File: src/rtl/vga_pkg.sv
// Shared VGA 640x480@60 timing constants and update-window FSM encoding.
// Also used by the sync decoder.
package vga_pkg;

  localparam int unsigned CLK_DIV_DEF = 4;
  localparam int unsigned CNT_W       = 10;

  localparam int unsigned HD = 640;
  localparam int unsigned HF = 16;
  localparam int unsigned HB = 48;
  localparam int unsigned HR = 96;
  localparam int unsigned HT = HD + HF + HB + HR;

  localparam int unsigned VD = 480;
  localparam int unsigned VF = 10;
  localparam int unsigned VB = 33;
  localparam int unsigned VR = 2;
  localparam int unsigned VT = VD + VF + VB + VR;

  typedef enum logic {
    ST_IDLE  = 1'b0,
    ST_GRANT = 1'b1
  } upd_state_e;

endpackage

File: src/rtl/pixel_tick_gen.sv
// Divides the system clock by CLK_DIV (>= 2) into a registered one-clock pixel tick.
module pixel_tick_gen #(
  parameter int unsigned CLK_DIV = 4
) (
  input  logic clk_i,
  input  logic reset_i,
  output logic pix_tick_o
);

  localparam int unsigned DW = $clog2(CLK_DIV);
  localparam logic [DW-1:0] DIV_LAST = DW'(CLK_DIV - 1);

  logic [DW-1:0] div_q;
  logic [DW-1:0] div_d;
  logic          tick_q;

  always_comb begin
    if (div_q == DIV_LAST) begin
      div_d = '0;
    end else begin
      div_d = div_q + DW'(1);
    end
  end

  // The tick is registered from the next count so it lines up with div_cnt == CLK_DIV-1.
  always_ff @(posedge clk_i) begin
    if (reset_i) begin
      div_q  <= '0;
      tick_q <= 1'b0;
    end else begin
      div_q  <= div_d;
      tick_q <= (div_d == DIV_LAST);
    end
  end

  assign pix_tick_o = tick_q;

endmodule

File: src/rtl/vga_frame_scheduler.sv
// VGA scan timing plus vblank-only scene update windows for the game logic.
// Optional FRAME_COUNTER_EN adds a 16-bit frame_count_o output.
module vga_frame_scheduler #(
  parameter int unsigned CLK_DIV = vga_pkg::CLK_DIV_DEF,
  parameter int unsigned H_DISP  = vga_pkg::HD,
  parameter int unsigned H_FRONT = vga_pkg::HF,
  parameter int unsigned H_BACK  = vga_pkg::HB,
  parameter int unsigned H_RETR  = vga_pkg::HR,
  parameter int unsigned V_DISP  = vga_pkg::VD,
  parameter int unsigned V_FRONT = vga_pkg::VF,
  parameter int unsigned V_BACK  = vga_pkg::VB,
  parameter int unsigned V_RETR  = vga_pkg::VR
) (
  input  logic       clk_i,
  input  logic       reset_i,
  output logic       pix_tick_o,
  output logic [9:0] h_count_o,
  output logic [9:0] v_count_o,
  output logic       line_start_o,
  output logic       frame_start_o,
  output logic       in_vblank_o,
  input  logic       upd_req_i,
  output logic       upd_grant_o,
  input  logic       upd_done_i,
  output logic       overrun_o
`ifdef FRAME_COUNTER_EN
  ,
  output logic [15:0] frame_count_o
`endif
);

  import vga_pkg::*;

  localparam int unsigned H_TOT = H_DISP + H_FRONT + H_BACK + H_RETR;
  localparam int unsigned V_TOT = V_DISP + V_FRONT + V_BACK + V_RETR;
  localparam logic [9:0] H_LAST   = 10'(H_TOT - 1);
  localparam logic [9:0] V_LAST   = 10'(V_TOT - 1);
  localparam logic [9:0] V_DISP_C = 10'(V_DISP);

  logic       pix_tick_s;
  logic [9:0] h_q;
  logic [9:0] h_d;
  logic [9:0] v_q;
  logic [9:0] v_d;
  logic       line_q;
  logic       frame_q;
  logic       vblank_q;
  logic       win_open_s;
  upd_state_e state_q;
  logic       grant_q;
  logic       overrun_q;
  logic       granted_this_frame_q;

  pixel_tick_gen #(
    .CLK_DIV (CLK_DIV)
  ) u_tick (
    .clk_i      (clk_i),
    .reset_i    (reset_i),
    .pix_tick_o (pix_tick_s)
  );

  always_comb begin
    h_d = h_q;
    v_d = v_q;
    if (pix_tick_s) begin
      if (h_q == H_LAST) begin
        h_d = 10'd0;
        if (v_q == V_LAST) begin
          v_d = 10'd0;
        end else begin
          v_d = v_q + 10'd1;
        end
      end else begin
        h_d = h_q + 10'd1;
      end
    end else begin
      h_d = h_q;
    end
  end

  // Closes on the last line so the final line before active video stays untouched.
  assign win_open_s = (v_q >= V_DISP_C) && (v_q < V_LAST);

  always_ff @(posedge clk_i) begin
    if (reset_i) begin
      h_q      <= 10'd0;
      v_q      <= 10'd0;
      line_q   <= 1'b0;
      frame_q  <= 1'b0;
      vblank_q <= 1'b0;
    end else begin
      h_q      <= h_d;
      v_q      <= v_d;
      line_q   <= pix_tick_s && (h_d == 10'd0);
      frame_q  <= pix_tick_s && (h_d == 10'd0) && (v_d == 10'd0);
      vblank_q <= (v_d >= V_DISP_C);
    end
  end

  // Done wins over a simultaneous window close, so overrun only fires without upd_done.
  always_ff @(posedge clk_i) begin
    if (reset_i) begin
      state_q              <= ST_IDLE;
      grant_q              <= 1'b0;
      overrun_q            <= 1'b0;
      granted_this_frame_q <= 1'b0;
    end else begin
      overrun_q <= 1'b0;
      if (frame_q) begin
        granted_this_frame_q <= 1'b0;
      end else begin
        granted_this_frame_q <= granted_this_frame_q;
      end
      case (state_q)
        ST_IDLE: begin
          if (upd_req_i && win_open_s && !granted_this_frame_q) begin
            state_q              <= ST_GRANT;
            grant_q              <= 1'b1;
            granted_this_frame_q <= 1'b1;
          end else begin
            grant_q <= 1'b0;
          end
        end
        ST_GRANT: begin
          if (upd_done_i) begin
            state_q <= ST_IDLE;
            grant_q <= 1'b0;
          end else if (!win_open_s) begin
            state_q   <= ST_IDLE;
            grant_q   <= 1'b0;
            overrun_q <= 1'b1;
          end else begin
            grant_q <= 1'b1;
          end
        end
        default: begin
          state_q <= ST_IDLE;
          grant_q <= 1'b0;
        end
      endcase
    end
  end

`ifdef FRAME_COUNTER_EN
  logic [15:0] frame_cnt_q;

  // Updates alongside frame_start so the new count is visible with the pulse.
  always_ff @(posedge clk_i) begin
    if (reset_i) begin
      frame_cnt_q <= 16'd0;
    end else if (pix_tick_s && (h_d == 10'd0) && (v_d == 10'd0)) begin
      frame_cnt_q <= frame_cnt_q + 16'd1;
    end else begin
      frame_cnt_q <= frame_cnt_q;
    end
  end

  assign frame_count_o = frame_cnt_q;
`else
  // No frame counter in this build.
`endif

  assign pix_tick_o    = pix_tick_s;
  assign h_count_o     = h_q;
  assign v_count_o     = v_q;
  assign line_start_o  = line_q;
  assign frame_start_o = frame_q;
  assign in_vblank_o   = vblank_q;
  assign upd_grant_o   = grant_q;
  assign overrun_o     = overrun_q;

endmodule

File: config.mk
export PLATFORM = sky130hd
export DESIGN_NAME = vga_frame_scheduler
export DESIGN_NICKNAME = d
export VERILOG_FILES = /design/src/rtl/vga_pkg.sv /design/src/rtl/pixel_tick_gen.sv /design/src/rtl/vga_frame_scheduler.sv
export SDC_FILE = /design/constraint.sdc
export NUM_CORES = 1
export LEC_CHECK = 0
export BUFFER_PORTS_ARGS = -buffer_cell sky130_fd_sc_hd__buf_2
export CORE_UTILIZATION = 50
export CTS_CLUSTER_DIAMETER = 40
export DETAILED_ROUTE_END_ITERATION = 8
export HOLD_SLACK_MARGIN = 0.08
export PLACE_DENSITY = 0.75
export SKIP_LAST_GASP = 1
export SLEW_MARGIN = 40
export SYNTH_ARGS = -nofsm -noshare
export SYNTH_HDL_FRONTEND = slang
export SYNTH_SLANG_ARGS = --single-unit
File: constraint.sdc
create_clock -name clk_i -period 3.8 [get_ports clk_i]
set_input_delay 0.76 -clock clk_i [delete_from_list [all_inputs] [get_ports clk_i]]
set_output_delay 0.76 -clock clk_i [all_outputs]
set_load 0.02 [all_outputs]
# After elaboration in Yosys (flattened, before gate mapping)
# Cells that the tools add are included.
[word_totals] wordCells=44 in_bits=4 output_inout_bits=26 reg_bits=29
[classes] muxes=14 eq_ne=4 addsub=3 reduce_logical=9 bitwise_logic=1 order_cmp=3
[op_table] cell="$mux 10" n=5
[op_table] cell="$add 10x1->10 const B" n=2
[op_table] cell="$eq 10x10->1 const B" n=2
[op_table] cell="$ge 10x9->1 const B" n=2
[op_table] cell="$logic_not 10->1" n=2
[op_table] cell="$lt 10x10->1 const B" n=1
[op_table] cell="$mux 1" n=7
[op_table] cell="$logic_and 1x1->1" n=5
[op_table] cell="$eq 2x2->1 const B" n=2
[op_table] cell="$reduce_or 3->1" n=1
[op_table] cell="$add 2x1->2 const B" n=1
[op_table] cell="$mux 2" n=1
[op_table] cell="$pmux 1 s2" n=1
[op_table] cell="$logic_not 1->1" n=1
[op_table] cell="$not 1->1" n=1

# Logic depth before layout (Yosys ltp)
[logic_depth] word_depth=6 depth_mapped=9 ltp_nobuf=7

# Hierarchy
# From an unflattened synthesis, not the netlist that was laid out.
[unflattened] hier_cells=185 area_unflattened_um2=1561.5
[modules_own_cells] module="vga_frame_scheduler" area_per_inst_um2=1452.6 seq_area_each_um2=520.5 instances=1 cells_each=176
[modules_own_cells] module="pixel_tick_gen" area_per_inst_um2=108.9 seq_area_each_um2=60.1 instances=1 cells_each=9

# Worst setup path before layout
# OpenSTA, ideal clock, no wires.
[synth_timing] kind="reg2reg" start="register h_q[0] (netlist: h_count_o[0])" end="register frame_q (netlist: frame_start_o)" t_required_ns=3.713 arrival_ns=2.312 synth_period_minus_slack_ns=2.399 path_slack_ns=1.401 setup_time_ns=0.087 path_buffers=2 stages_incl_launch_ff=10 path_cell_list="dfxtp_1 > ha_1 > and3_1 > buf_4 > nand4_1 > buf_4 > or3_1 > xor2_1 > o2111ai_1 > nor4b_2"
[synth_via] elab_chain_cells=6 word_cells_on_any_way=10 cone_classes="1 x add/sub; 1 x eq/ne; 4 x mux; 4 x reduce/logical"
[synth_lines] item="start: declaration" line="vga_frame_scheduler.sv:41" text="logic [9:0] h_q;"
[synth_lines] item="start signal: assignment" line="vga_frame_scheduler.sv:86" text="h_q <= 10'd0;"
[synth_lines] item="start signal: assignment" line="vga_frame_scheduler.sv:92" text="h_q <= h_d;"
[synth_lines] item="$add 10x1->10 or $eq 10x10->1 (tied branches)" line="vga_frame_scheduler.sv:74, vga_frame_scheduler.sv:66"
[synth_lines] item="$mux 10" line="vga_frame_scheduler.sv:66" text="if (h_q == H_LAST) begin"
[synth_lines] item="$mux 10" line="vga_frame_scheduler.sv:65" text="if (pix_tick_s) begin"
[synth_lines] item="$logic_not 10->1" line="vga_frame_scheduler.sv:95" text="frame_q <= pix_tick_s && (h_d == 10'd0) && (v_d == 10'd0);"
[synth_lines] item="$logic_and 1x1->1" line="vga_frame_scheduler.sv:95"
[synth_lines] item="$logic_and 1x1->1 *" line="vga_frame_scheduler.sv:95"
[synth_lines] item="end signal: assignment" line="vga_frame_scheduler.sv:95"
[synth_lines] item="end: declaration" line="vga_frame_scheduler.sv:46" text="logic frame_q;"
# Every way passes the cells marked *; elsewhere a longest branch is shown, timed or not.
# A chain may end at the register's enable or synchronous reset.

# Final worst setup path
# Ends and elaborated chain as after synthesis.

==> flow_metrics.py <==
metrics = {
    "worst_setup_path": {
        "crit_type": "flop to flop",
        "worstSetupStartpointType": "flop",
        "critPathArrivalTime_ps": 2880,
        "crit_path_start": "h_count_o[0]$_SDFF_PP0_",
        "cp.required_ps": 4050,
        "cp_max_fo": 11,
        "r2r_start": "h_count_o[0]$_SDFF_PP0_",
        "end_kind": "flop",
    },
    "clock_tree": {
        "cts.sinks": 29,
        "clkTransAtPathRegs_ps": 90,
        "cts_setup_buffers": 0,
        "clockBufferDepth": 2,
        "cts_tree": "yes",
        "clock_latency_ps": 330,
        "ctsHoldBuffers": 0,
        "htree_levels": 2,
        "numCtsBuffers": 5,
        "cts_resized": 0,
        "clock-root-buffer": "clkbuf_4",
    },
    "yosys": {
        "synth_area_leaders": "dfxtp_1 39%, nor2_1 4.5%, ha_1 4.2%",
        "yosysTopAreaCell": "dfxtp_1",
        "yosysTopAreaCellShare_pct": 38.6,
        "synth-edff-count": 0,
        "syn_inst": 176,
        "syn_area_per_cell_um2": 8.54,
        "ys.flop_type": "dfxtp_1",
        "synth_nets": 185,
        "ys_types": 39,
        "ys_ff_latch": 29,
        "synthTopCellsByCount": "29 x dfxtp_1, 18 x nor2_1, 15 x nand2_1",
        "async_flop_share_pct": 0,
        "syn_area_mm2": 0.00150,
        "yosysMostFrequentCell": "dfxtp_1",
        "synth_warnings": 0,
        "synth_seq_area_share_pct": 38.6,
    },
    "timing": {
        "finalSetupViolations": 0,
        "finalMaxSlewViolations": 0,
        "finalSetupTns_ps": 0,
        "max_freq_mhz": 379,
        "clock_skew_ps": 10.8,
        "rsz0062_at_grt": "no",
        "hold_viol": 0,
        "period_share_pct": 69.4,
        "tightest_slew_ps": 517,
        "relSlewSlack_pct": 65.5,
        "period_needed_ps": 2640,
    },
    "drt": {
        "wire_per_inst_um": 13.8,
        "vias": 1376,
        "postRouteAntennaNets": 0,
        "drt-vias-per-instance": 5.88,
        "wl_mm": 3.23,
        "drt-pass1-iter-count": 6,
        "drtIter0Drc": 61,
        "drcViolationCount": 4,
    },
    "global_route": {
        "overflow": 0,
        "grt_first_pass_wirelength_mm": 5.50,
        "grt_start_max_net_pins": 29,
        "grt_util_all_layers_pct": 22.2,
        "antenna_found_initial": 0,
        "grt_pass1_vias": 1290,
    },
    "final_layout": {
        "drive_gt1_share_pct": 20.2,
        "multi_input_area_um2": 853,
        "layout.area.seq_um2": 581,
        "diodes": 0,
        "n_fill_cell": 257,
        "nets": 211,
        "utilization_pct": 60.0,
        "final_area_mm2": 0.00168,
        "syn_to_final_growth_pct": 12.1,
    },
    "min_path": {
        "hold_path_startpoint": "u_tick.div_q[0]$_SDFF_PP0_",
        "min_path_type": "flop to flop",
    },
    "floorplanning": {
        "die_h_um": 56.8,
        "rows": 19,
        "die_area_mm2": 0.00323,
        "coreArea_mm2": 0.00281,
        "ioPinCount": 30,
        "die_w_um": 56.8,
        "initial_core_util_pct": 53.6,
    },
    "power": {
        "power_frac_comb_pct": 4.5,
        "ir_drop_v": 0.000164,
        "p_clk_share_pct": 34.7,
        "cellPowerDensity_mw_per_mm2": 306,
        "swShare_pct": 24.5,
        "p_int_mw": 0.389,
        "power.net_switching_mw": 0.126,
        "p_seq_share_pct": 60.8,
        "leakagePower_nw": 0.692,
    },
    "placed_design": {
        "dp_hpwl_mm": 2.25,
        "place_area_mm2": 0.00163,
        "routabilityCongestion": 0.943,
        "port-buffer-count": 29,
    },
    "flow_run": {
        "drv_cap": 0,
    },
    "outcome": {
        "status": "complete, but fails checks",
        "violations": "DRC",
    },
}
[metal layers]
layer  vias to the layer above  wire, um  global-route usage, %
li1                        674         -                      -
met1                       642      1440                   27.7
met2                        51      1500                   34.4
met3                         9       204                   4.84
met4                         0        83                   14.6
met5                         -         0                      0
[metrics by stage]
stage / setup WS [ps] / power [mW] / hold WS [ps] / instances
CTS: 1160 / 0.521 / 456 / 234
global placement: 1340 / 0.343 / 436 / 226
detailed placement: 1230 / 0.344 / 443 / 226
floorplan: 1400 / 0.338 / 428 / 176
global route: 907 / 0.541 / 490 / 234
finish: 1160 / 0.515 / 457 / 234
[worst paths after layout]
kind,to,slack [ps],depth (start not counted)
worst min register to register,u_tick.div_q[0]$_SDFF_PP0_,460,1
worst max register to register,frame_start_o$_SDFF_PP0_,1160,7
worst min-delay path,u_tick.div_q[0]$_SDFF_PP0_,460,1
worst max-delay path,frame_start_o$_SDFF_PP0_,1160,7
[area by class of cell]
type / instances / share of cell area (%)
Clock inverter: 2 / 0.594
Multi-Input combinational cell: 133 / 50.7
Sequential cell: 29 / 34.5
Clock buffer: 6 / 2.45
Timing Repair Buffer: 29 / 8.62
Tap cell: 31 / 2.30
Inverter: 4 / 0.892
[worst max-delay path, stage by stage, from the launching register on]
cell	delay (ps)
dfxtp_1	410
ha_1	240
and3_1	270
nand4_1	370
or3_1	490
xor2_1	290
o2111ai_1	200
nor4b_2	280
[state kept, by name, indices dropped and copies added (netlist names)]
name / cells
frame_start_o: 1
granted_this_frame_q: 1
h_count_o: 10
in_vblank_o: 1
line_start_o: 1
overrun_o: 1
u_tick.div_q: 2
u_tick.pix_tick_o: 1
upd_grant_o: 1
v_count_o: 10
[kinds of logic (layout without fill, tap and decap cells)]
logic type	Yosys count	in the layout	synth area share, %
flip-flops	29	29	38.6
AND/OR/NAND/NOR	85	85	32.4
buffers and inverters	14	41	4.58
multiplexers	3	3	2.00
XOR/XNOR	11	11	6.41
AO/OA/AOI/OAI	29	29	11.8
adder cells (fa/ha/maj)	5	5	4.16
[power by group through the flow]
stage	registers [mW]	clock network (mW)	logic, mW
after floorplan	0.322	0	0.0159
after global placement	0.320	0	0.0230
after detailed placement	0.320	0	0.0236
after CTS	0.313	0.184	0.0236
after global routing	0.314	0.200	0.0266
final	0.313	0.178	0.0234
[cells in the final DEF, fill, tap and decap left out, types with 3 or more instances in the layout]
| master | instances |
|---|---|
| a21oi_1 | 11 |
| a31oi_1 | 4 |
| and2_1 | 3 |
| and4_1 | 4 |
| buf_2 | 29 |
| clkbuf_4 | 5 |
| dfxtp_1 | 29 |
| ha_1 | 5 |
| inv_1 | 4 |
| mux2i_1 | 3 |
| nand2_1 | 15 |
| nand3_1 | 7 |
| nand4_1 | 4 |
| nor2_1 | 18 |
| nor2b_1 | 5 |
| nor3_1 | 8 |
| nor3b_1 | 3 |
| o21ai_0 | 6 |
| or3_1 | 5 |
| xnor2_1 | 5 |
| xor2_1 | 6 |
Power figures use the tool's default switching activity.
